--- config.mk ---
export PLATFORM = sky130hd
export DESIGN_NAME = setn_release_sequencer_flat
export DESIGN_NICKNAME = d
export VERILOG_FILES = /design/src/rtl/setn_release_sequencer_if.sv /design/src/rtl/setn_release_sequencer.sv /design/src/flat_wrapper.sv
export SDC_FILE = /design/constraint.sdc
export NUM_CORES = 1
export LEC_CHECK = 0
export BUFFER_PORTS_ARGS = -buffer_cell sky130_fd_sc_hd__buf_2
export CAP_MARGIN = 20
export CORE_ASPECT_RATIO = 0.75
export CORE_MARGIN = 4
export CORE_UTILIZATION = 57
export DETAILED_ROUTE_END_ITERATION = 6
export PLACE_DENSITY = 0.74
export SYNTH_ARGS = -nofsm -noshare
export SYNTH_HDL_FRONTEND = slang
export SYNTH_SLANG_ARGS = --single-unit
--- constraint.sdc ---
create_clock -name CLKN -period 2.4 [get_ports CLKN]
set_input_delay 0.24 -clock CLKN [delete_from_list [all_inputs] [get_ports CLKN]]
set_output_delay 0.24 -clock CLKN [all_outputs]
set_load 0.005 [all_outputs]
--- src/rtl/setn_release_sequencer_if.sv ---
// Handshake and set-output bundle for setn_release_sequencer.
// Optional MASK signal present only when SETN_SEQ_MASK_EN is defined.
interface setn_release_sequencer_if #(
   parameter int GROUPS = 4
);
   logic              REQ;
`ifdef SETN_SEQ_MASK_EN
   logic [GROUPS-1:0] MASK;
`endif
   logic              ACK;
   logic              BUSY;
   logic              DONE;
   logic [GROUPS-1:0] SETN_OUT;

`ifdef SETN_SEQ_MASK_EN
   modport master (output REQ, output MASK, input ACK, input BUSY, input DONE, input SETN_OUT);
   modport slave  (input REQ, input MASK, output ACK, output BUSY, output DONE, output SETN_OUT);
`else
   modport master (output REQ, input ACK, input BUSY, input DONE, input SETN_OUT);
   modport slave  (input REQ, output ACK, output BUSY, output DONE, output SETN_OUT);
`endif
endinterface

--- src/rtl/setn_release_sequencer.sv ---
// setn_release_sequencer: holds a bank of negative-edge set-flop groups in
// preset, then releases them one group per GAP_CYCLES so no two releases
// share an edge. All state changes on the falling edge of CLKN.
// Optional feature macro: SETN_SEQ_MASK_EN (adds MASK, selects which groups
// a requested sequence presets and releases).
module setn_release_sequencer #(
   parameter int GROUPS      = 4,
   parameter int HOLD_CYCLES = 8,
   parameter int GAP_CYCLES  = 2
) (
   input  logic                      CLKN,
   input  logic                      RN,
   setn_release_sequencer_if.slave   bus
);
   localparam int IDX_W = (GROUPS > 1) ? $clog2(GROUPS) : 1;

   typedef enum logic [1:0] {IDLE, ASSERT, RELEASE, FINISH} state_t;

   state_t            state_q, state_d;
   logic [7:0]        cnt_q, cnt_d;
   logic [IDX_W-1:0]  idx_q, idx_d;
   logic [GROUPS-1:0] setn_q, setn_d;
   logic [GROUPS-1:0] pend_q, pend_d;   // groups still waiting for release
   logic              ack_q, ack_d;
   logic              done_q, done_d;
   logic              busy_q, busy_d;

   logic [IDX_W-1:0]  nxt;
   logic [GROUPS-1:0] rem;
   logic              do_rel;

   // Lowest pending group index; release order is ascending.
   function automatic logic [IDX_W-1:0] lowest(input logic [GROUPS-1:0] v);
      lowest = '0;
      for (int i = GROUPS - 1; i >= 0; i--)
         if (v[i]) lowest = IDX_W'(i);
   endfunction

   function automatic logic [7:0] sat_inc(input logic [7:0] c);
      sat_inc = (c == 8'hFF) ? c : c + 8'd1;
   endfunction

   // Next-state and registered-output computation.
   always_comb begin
      state_d = state_q;
      cnt_d   = cnt_q;
      idx_d   = idx_q;
      setn_d  = setn_q;
      pend_d  = pend_q;
      ack_d   = 1'b0;
      done_d  = 1'b0;
      busy_d  = busy_q;
      do_rel  = 1'b0;
      nxt     = lowest(pend_q);
      rem     = pend_q;
      rem[nxt] = 1'b0;

      case (state_q)
         IDLE: begin
            busy_d = 1'b0;
            setn_d = '1;
            if (bus.REQ) begin
               ack_d   = 1'b1;
               busy_d  = 1'b1;
`ifdef SETN_SEQ_MASK_EN
               setn_d  = ~bus.MASK;
               pend_d  = bus.MASK;
`else
               setn_d  = '0;
               pend_d  = '1;
`endif
               cnt_d   = '0;
               idx_d   = '0;
               state_d = ASSERT;
            end
         end
         ASSERT: begin
            if (cnt_q >= 8'(HOLD_CYCLES - 1)) begin
               cnt_d  = '0;
               idx_d  = '0;
               do_rel = 1'b1;
            end else begin
               cnt_d = sat_inc(cnt_q);
            end
         end
         RELEASE: begin
            if (cnt_q >= 8'(GAP_CYCLES - 1)) begin
               cnt_d  = '0;
               do_rel = 1'b1;
            end else begin
               cnt_d = sat_inc(cnt_q);
            end
         end
         FINISH: begin
            done_d  = 1'b1;
            busy_d  = 1'b0;
            state_d = IDLE;
         end
         default: state_d = IDLE;
      endcase

      // Release the next pending group; finish once none remain, so masked
      // groups never cost gap time.
      if (do_rel) begin
         if (pend_q == '0) begin
            state_d = FINISH;
         end else begin
            setn_d[nxt] = 1'b1;
            pend_d      = rem;
            idx_d       = nxt;
            state_d     = (rem == '0) ? FINISH : RELEASE;
         end
      end
   end

   // State register; reset presets the whole bank and arms a full sequence.
   always_ff @(negedge CLKN or negedge RN) begin
      if (!RN) begin
         state_q <= ASSERT;
         cnt_q   <= '0;
         idx_q   <= '0;
         setn_q  <= '0;
         pend_q  <= '1;
         ack_q   <= 1'b0;
         done_q  <= 1'b0;
         busy_q  <= 1'b1;
      end else begin
         state_q <= state_d;
         cnt_q   <= cnt_d;
         idx_q   <= idx_d;
         setn_q  <= setn_d;
         pend_q  <= pend_d;
         ack_q   <= ack_d;
         done_q  <= done_d;
         busy_q  <= busy_d;
      end
   end

   assign bus.ACK      = ack_q;
   assign bus.BUSY     = busy_q;
   assign bus.DONE     = done_q;
   assign bus.SETN_OUT = setn_q;
endmodule

--- src/flat_wrapper.sv ---
// flat-port wrapper written by rule: the top's interface ports become plain ports
module setn_release_sequencer_flat 
#(
   parameter int GROUPS      = 4,
   parameter int HOLD_CYCLES = 8,
   parameter int GAP_CYCLES  = 2
)
  (CLKN, RN, bus_REQ, bus_ACK, bus_BUSY, bus_DONE, bus_SETN_OUT);
  setn_release_sequencer_if #(.GROUPS(GROUPS)) bus_i ();
  input  logic CLKN;
  input  logic RN;
  input wire logic [$bits(bus_i.REQ)-1:0] bus_REQ;
  output wire logic [$bits(bus_i.ACK)-1:0] bus_ACK;
  output wire logic [$bits(bus_i.BUSY)-1:0] bus_BUSY;
  output wire logic [$bits(bus_i.DONE)-1:0] bus_DONE;
  output wire logic [$bits(bus_i.SETN_OUT)-1:0] bus_SETN_OUT;
  assign bus_i.REQ = bus_REQ;
  assign bus_ACK = bus_i.ACK;
  assign bus_BUSY = bus_i.BUSY;
  assign bus_DONE = bus_i.DONE;
  assign bus_SETN_OUT = bus_i.SETN_OUT;
  setn_release_sequencer #(.GROUPS(GROUPS), .HOLD_CYCLES(HOLD_CYCLES), .GAP_CYCLES(GAP_CYCLES)) u_core (.CLKN(CLKN), .RN(RN), .bus(bus_i));
endmodule
After elaboration in Yosys (flattened, before gate mapping)
Index checks and enable logic that the tools add are counted.

cells by class
  $add $sub $neg = 1
  magnitude comparators = 4
  equal/unequal tests = 6
  mux-type cells = 31
  bitwise operators = 3
  reductions and logical operators = 9

operator list
  kind                                                                                  count
  4-bit two-way mux                                                                     8
  8-bit two-way mux                                                                     4
  8-bit case mux with 3 select lines                                                    1
  2-bit two-way mux                                                                     7
  8-bit by 1-bit adder with 8-bit output (second input constant)                        1
  8-bit == test (second input constant)                                                 1
  8-bit by 1-bit greater-or-equal comparator with 1-bit output (second input constant)  1
  8-bit by 3-bit greater-or-equal comparator with 1-bit output (second input constant)  1
  4-bit zero test                                                                       2
  1-bit two-way mux                                                                     7
  3-bit nonzero test                                                                    2
  4-bit bitwise AND                                                                     1
  2-bit == test (second input constant)                                                 2
  4-bit inverter                                                                        1
  4-bit OR                                                                              1
  1-bit case mux with 2 select lines                                                    2
  2-bit case mux with 2 select lines                                                    1
  2-bit AND reduction                                                                   2
  2-bit by 3-bit < comparator with 1-bit output (second input constant)                 1
  3-bit by 2-bit inequality test with 1-bit output (second input constant)              1
  1-bit demux with 2-bit select                                                         1
  2-bit by 1-bit == test with 1-bit output (second input constant)                      1
  2-bit by 1-bit greater-or-equal comparator with 1-bit output (second input constant)  1
  2-bit zero test                                                                       1
  other kinds (3)                                                                       3

storage, ports and cells
  bits in registers = 21
  input port bits = 3
  output and inout bits = 7
  word-level logic and storage cells = 61

Logic depth before layout (Yosys ltp)
Gate-level depths: netlist (run 1).

  word-level depth = 14
  mapped depth = 7
  depth with buffers taken out = 6

==> flow_metrics.py, run 1 <==
metrics = {
    "final_layout": {
        "diodes": 0,
        "final_common_cell": "dfrtn_1",
        "fillCellCount": 133,
        "most-common-layout-cells": "dfrtn_1, inv_1, nor2_1",
        "layout-drive-gt1-share": 0.207,
        "synthToLayoutAreaGrowth_pct": 13.0,
        "fin_nets": 146,
    },
    "synth": {
        "ys_seq_area_frac": 0.454,
        "synth_seq_cells": 21,
        "synth_top_family_by_area": "compound AO/OA/AOI/OAI gates",
        "synth_top_cell_by_area": "dfrtn_1",
        "synth-adder-area-share": 0.0832,
        "yosys_warnings": 0,
        "synth_nets": 125,
        "synth_area_um2": 1170,
        "synthXorXnorAreaFrac": 0,
        "synth_compound_area_frac": 0.212,
        "synthMuxAreaShare": 0.0128,
        "synth_area_per_cell_um2": 10.2,
        "synth_area_leaders": "dfrtn_1, dfstp_2, ha_1",
        "yosys.area_share.simple": 0.212,
        "yosysUniqueCellTypes": 37,
        "syn_inst": 115,
        "synth_top_cell_area_share": 0.320,
    },
    "placement": {
        "pre_cts_slack_ns": -0.0432,
        "gp_congestion": 0.843,
        "dp_hpwl_um": 1920,
        "io_buffers": 9,
    },
    "floorplanning": {
        "ios": 10,
        "die-height_um": 47.3,
        "row_count": 13,
        "die_w_um": 60.4,
        "core_um2": 1840,
        "die-area_um2": 2860,
        "start_util": 0.639,
    },
    "timing": {
        "timing.final.hold_violations": 0,
        "finalClockSkew_ns": 0.0797,
        "worst_slew_pin_slew_ns": 0.548,
        "setup_viol": 1,
        "drv_slew": 0,
        "tns_ns": -0.0470,
        "hold_ws_ns": 0.431,
        "rsz0062_at_grt": "true",
        "timing.slew.headroom": 0.631,
        "post-route-worst-setup-slack_ns": -0.0470,
    },
    "route": {
        "detail_route.wl_per_cell_um": 16.1,
        "vias": 962,
        "drc": 0,
        "vias_per_cell": 6.13,
        "drt-initial-drc-count": 57,
        "drtAntennaViolNets": 0,
        "drt_pre_antenna_iters": 4,
        "drt_wl_total_um": 2530,
    },
    "power_and_ir_drop": {
        "leakagePower_uw": 0.000607,
        "irDropWorstVdd_v": 0.000598,
        "cellPowerDensity_nw_per_um2": 884,
        "total_power_uw": 1170,
    },
    "job": {
        "maxCapViolations": 0,
    },
    "global_routing": {
        "grt_use_total": 0.208,
        "grt_max_degree": 22,
        "grt_pass1_wl_um": 4150,
        "grt-ovfl-total": 0,
        "antenna_found_initial": 0,
        "grt_pass1_vias": 859,
    },
    "clock_network": {
        "cts_hold_buf": 0,
        "clkLatencyLatePin_ns": 0.38,
        "cts_setup_buffers": 0,
        "cts_buffers": 3,
        "clock_sinks": 21,
        "cts_buffer_depth": 2,
        "clk_pin_slew_ns": 0.07,
        "h-tree-depth": 1,
        "root_buffer": "clkbuf_4",
        "tritoncts": "yes",
    },
    "critical_path": {
        "critical-path-top-delay-family": "flip-flops",
        "critical_path.cell_chain": "buf_6",
        "start_kind": "flip-flop",
        "arrival_ns": 2.21,
        "critPathKind": "flip-flop to output pin",
        "worst_path_max_delay_cell": "dfstp_2",
        "path_buf_inv": 1,
        "worstPathRequired_ns": 2.16,
        "cp_max_fo": 2,
        "crit_path_max_incr_delay_ns": 0.54,
        "cp-end-kind": "output pin",
    },
    "hold_path": {
        "hold_path_class": "flip-flop to flip-flop",
    },
    "outcome": {
        "status": "finished with violations",
        "violations": "negative setup slack",
    },
}
[synthesized netlist by cell type (all sizes together)]
cell type	n
dfrtn	15
nor2	9
a21oi	7
ha	7
o21ai	7
dfstp	6
inv	6
nand2	6
and2	4
a211oi	3
a21o	3
a311oi	3
a31oi	3
nand3	3
nor4	3
or2	3
a221o	2
a41oi	2
and4	2
clkbuf	2
nand2b	2
nor2b	2
nor3	2
o22ai	2
o31ai	2
a21boi	1
and2b	1
maj3	1
mux2	1
nand3b	1
nand4	1
nor3b	1
o21a	1
o22a	1
[flip-flops by register name (all words and copies together) (netlist names)]
signal / count
u_core.bus.BUSY: 1
u_core.cnt_q: 8
u_core.bus.SETN_OUT: 4
u_core.bus.ACK: 1
u_core.state_q: 2
u_core.pend_q: 4
u_core.bus.DONE: 1
[routing by layer]
metal | vias to the layer above | global-route usage | share of wire
li1 | 463 | - | -
met1 | 450 | 0.309 | 0.51
met2 | 45 | 0.280 | 0.38
met3 | 4 | 0.0522 | 0.091
met4 | 0 | 0.0929 | 0.015
met5 | - | 0 | 0
[cells by family after synthesis]
kind of cell	count (synthesis)
adder cells (fa/ha/maj)	8
AND/OR/NAND/NOR	40
multiplexers	1
buffers and inverters	8
flip-flops	21
AO/OA/AOI/OAI	37
[worst paths after layout]
| check | start | slack (ns) | endpoint | cells after the start |
|---|---|---|---|---|
| worst min register to register | u_core.bus.SETN_OUT[2]$_DFF_NN0_ | 0.43 | u_core.bus.SETN_OUT[2]$_DFF_NN0_ | 2 |
| worst max-delay path | u_core.bus.BUSY$_DFFE_NN1P_ | -0.05 | bus_BUSY | 1 |
| worst min-delay path | u_core.bus.SETN_OUT[2]$_DFF_NN0_ | 0.43 | u_core.bus.SETN_OUT[2]$_DFF_NN0_ | 2 |
| worst max register to register | u_core.state_q[0]$_DFFE_NN1P_ | 0.29 | u_core.bus.SETN_OUT[3]$_DFF_NN0_ | 6 |
| min in group asynchronous | RN | 0.94 | u_core.cnt_q[5]$_DFFE_NN0P_ | 1 |
| max in group asynchronous | RN | 1.03 | u_core.pend_q[2]$_DFF_NN1_ | 1 |
[report_power, final]
group / switching [µW] / leakage, µW / internal [µW]
Combinational: 247 / 0.000297 / 207
Clock: 135 / 0.0000473 / 73.8
Sequential: 63.0 / 0.000263 / 448
[layout make-up]
cell class / count / area [µm²] / share of cell area
Clock buffer: 3 / 22.5 / 0.0170
Clock inverter: 7 / 26.3 / 0.0198
Inverter: 5 / 18.8 / 0.0142
Multi-Input combinational cell: 86 / 617 / 0.465
Sequential cell: 21 / 533 / 0.402
Tap cell: 22 / 27.5 / 0.0208
Timing Repair Buffer: 13 / 81.3 / 0.0613
[per-stage QoR]
stage / utilization / area, µm² / std cells
2_1_floorplan: - / 1180 / 115
3_3_place_gp: 0.694 / 1270 / 148
3_5_place_dp: 0.694 / 1270 / 148
4_1_cts: 0.718 / 1320 / 157
5_1_grt: 0.722 / 1330 / 157
6_report: 0.722 / 1330 / 157
[what timing repair did]
action                     CTS  global route
resized for setup            0             1
setup endpoints to repair    1             1
cloned                       0             0
Power figures use the tool's default switching activity.
==> run 2: changes to the inputs <==
--- a/config.mk
+++ b/config.mk
@@ -7,11 +7,11 @@
 export LEC_CHECK = 0
 export BUFFER_PORTS_ARGS = -buffer_cell sky130_fd_sc_hd__buf_2
 export CAP_MARGIN = 20
-export CORE_ASPECT_RATIO = 0.75
 export CORE_MARGIN = 4
 export CORE_UTILIZATION = 57
 export DETAILED_ROUTE_END_ITERATION = 6
 export PLACE_DENSITY = 0.74
+export SETUP_SLACK_MARGIN = 0.15
 export SYNTH_ARGS = -nofsm -noshare
 export SYNTH_HDL_FRONTEND = slang
 export SYNTH_SLANG_ARGS = --single-unit
==> flow_metrics.py, run 2 (same netlist as run 1, synthesis figures left out) <==
metrics = {
    "final_layout": {
        "most-common-layout-cells": "dfrtn_1, inv_1, nor2_1, buf_2",
        "final_common_cell": "dfrtn_1",
        "fin_util": 0.683,
        "largest_reg_flops": 8,
        "diodes": 0,
        "top_register": "u_core.cnt_q",
        "synthToLayoutAreaGrowth_pct": 14.2,
        "layout-drive-gt1-share": 0.222,
        "fin_nets": 146,
    },
    "floorplanning": {
        "die-area_um2": 2850,
        "die-height_um": 53.4,
        "start_util": 0.598,
        "ios": 10,
        "core_um2": 1960,
        "die_w_um": 53.4,
        "row_count": 16,
    },
    "power_and_ir_drop": {
        "irDropWorstVdd_v": 0.000634,
        "cellPowerDensity_nw_per_um2": 881,
        "leakagePower_uw": 0.000606,
        "total_power_uw": 1180,
    },
    "global_routing": {
        "antenna_found_initial": 0,
        "grt-ovfl-total": 0,
        "grt_pass1_wl_um": 3800,
        "grt_max_degree": 22,
        "grt_use_total": 0.181,
        "grt_pass1_vias": 911,
    },
    "placement": {
        "pre_cts_slack_ns": -0.128,
        "dp_hpwl_um": 1730,
        "io_buffers": 9,
        "gp_congestion": 0.795,
    },
    "route": {
        "vias": 938,
        "detail_route.wl_per_cell_um": 13.9,
        "drt-initial-drc-count": 18,
        "drtAntennaViolNets": 0,
        "drc": 0,
        "drt_pre_antenna_iters": 4,
        "vias_per_cell": 5.79,
        "drt_wl_total_um": 2260,
    },
    "clock_network": {
        "h-tree-depth": 1,
        "clock_sinks": 21,
        "cts_buffer_depth": 2,
        "root_buffer": "clkbuf_4",
        "clk_pin_slew_ns": 0.08,
        "tritoncts": "yes",
        "cts_buffers": 3,
        "clkLatencyLatePin_ns": 0.36,
    },
    "critical_path": {
        "start_kind": "flip-flop",
        "critPathKind": "flip-flop to output pin",
        "arrival_ns": 2.18,
        "worst_path_max_delay_cell": "dfstp_2",
        "worstPathRequired_ns": 2.16,
        "cp-end-kind": "output pin",
        "crit_path_max_incr_delay_ns": 0.52,
        "cp_max_fo": 2,
        "critical-path-top-delay-family": "flip-flops",
        "critical_path.cell_chain": "buf_2",
        "path_buf_inv": 1,
    },
    "outcome": {
        "violations": "negative setup slack",
        "status": "finished with violations",
    },
    "timing": {
        "rsz0062_at_grt": "true",
        "drv_slew": 0,
        "worst_slew_pin_slew_ns": 0.530,
        "timing.slew.headroom": 0.644,
        "timing.final.hold_violations": 0,
        "tns_ns": -0.0151,
        "post-route-worst-setup-slack_ns": -0.0151,
        "finalClockSkew_ns": 0.0663,
        "setup_viol": 1,
    },
    "job": {
        "maxCapViolations": 0,
    },
    "hold_path": {
        "hold_path_class": "flip-flop to flip-flop",
    },
}
-- run 2: cell count changes in the layout (fill, tap and decap cells not counted), sizes merged --
cell,before,now
clkinv,1,0
clkbuf,3,4
-- run 2: where the power goes --
group,internal (µW),switching (µW)
Sequential,447,56.0
Clock,77.6,128
Combinational,227,245
-- run 2: cell type report --
class | count | area [µm²]
multi-input combinational | 86 | 631
fill | 177 | 622
sequential | 21 | 533
timing repair buffer | 13 | 75.1
tap | 27 | 33.8
clock buffer | 4 | 26.3
clock inverter | 6 | 22.5
inverter | 5 | 18.8
-- run 2: metal layers --
metal | up-vias | wire length, µm | GRT usage
met2 | 22 | 1130 | 0.327
met3 | 5 | 94 | 0.0254
met1 | 441 | 995 | 0.216
met5 | - | 0 | 0
li1 | 470 | - | -
met4 | 0 | 35 | 0.0638
-- run 2: tightest hold or removal path, delay by kind of cell, from the launching register on --
family / cells / cell delay, ns
flops: 1 / 0.41
simple gates: 1 / 0.05
compound gates: 1 / 0.06
-- run 2: worst paths after layout --
path | slack (ns) | endpoint | depth (start not counted) | startpoint
max in group asynchronous | 1.03 | u_core.bus.BUSY$_DFFE_NN1P_ | 1 | RN
worst max register to register | 0.33 | u_core.bus.SETN_OUT[0]$_DFF_NN0_ | 6 | u_core.state_q[0]$_DFFE_NN1P_
worst max-delay path | -0.02 | bus_BUSY | 1 | u_core.bus.BUSY$_DFFE_NN1P_
min in group asynchronous | 0.96 | u_core.bus.SETN_OUT[0]$_DFF_NN0_ | 1 | RN
worst min register to register | 0.43 | u_core.bus.SETN_OUT[1]$_DFF_NN0_ | 2 | u_core.bus.SETN_OUT[1]$_DFF_NN0_
worst min-delay path | 0.43 | u_core.bus.SETN_OUT[1]$_DFF_NN0_ | 2 | u_core.bus.SETN_OUT[1]$_DFF_NN0_
-- run 2: through the flow --
step | hold WS [ns] | instances | instance area, µm²
after global routing | 0.469 | 162 | 1340
after CTS | 0.439 | 162 | 1340
after global placement | 0.428 | 150 | 1270
final | 0.431 | 162 | 1340
after detailed placement | 0.436 | 150 | 1270
after floorplan | 0.446 | 115 | 1190
-- run 2: timing repair --
item,CTS,global route
setup endpoints to repair,5,10
gates cloned,0,0
hold buffers,0,0
buffers inserted,3,0
gates resized for setup,0,1
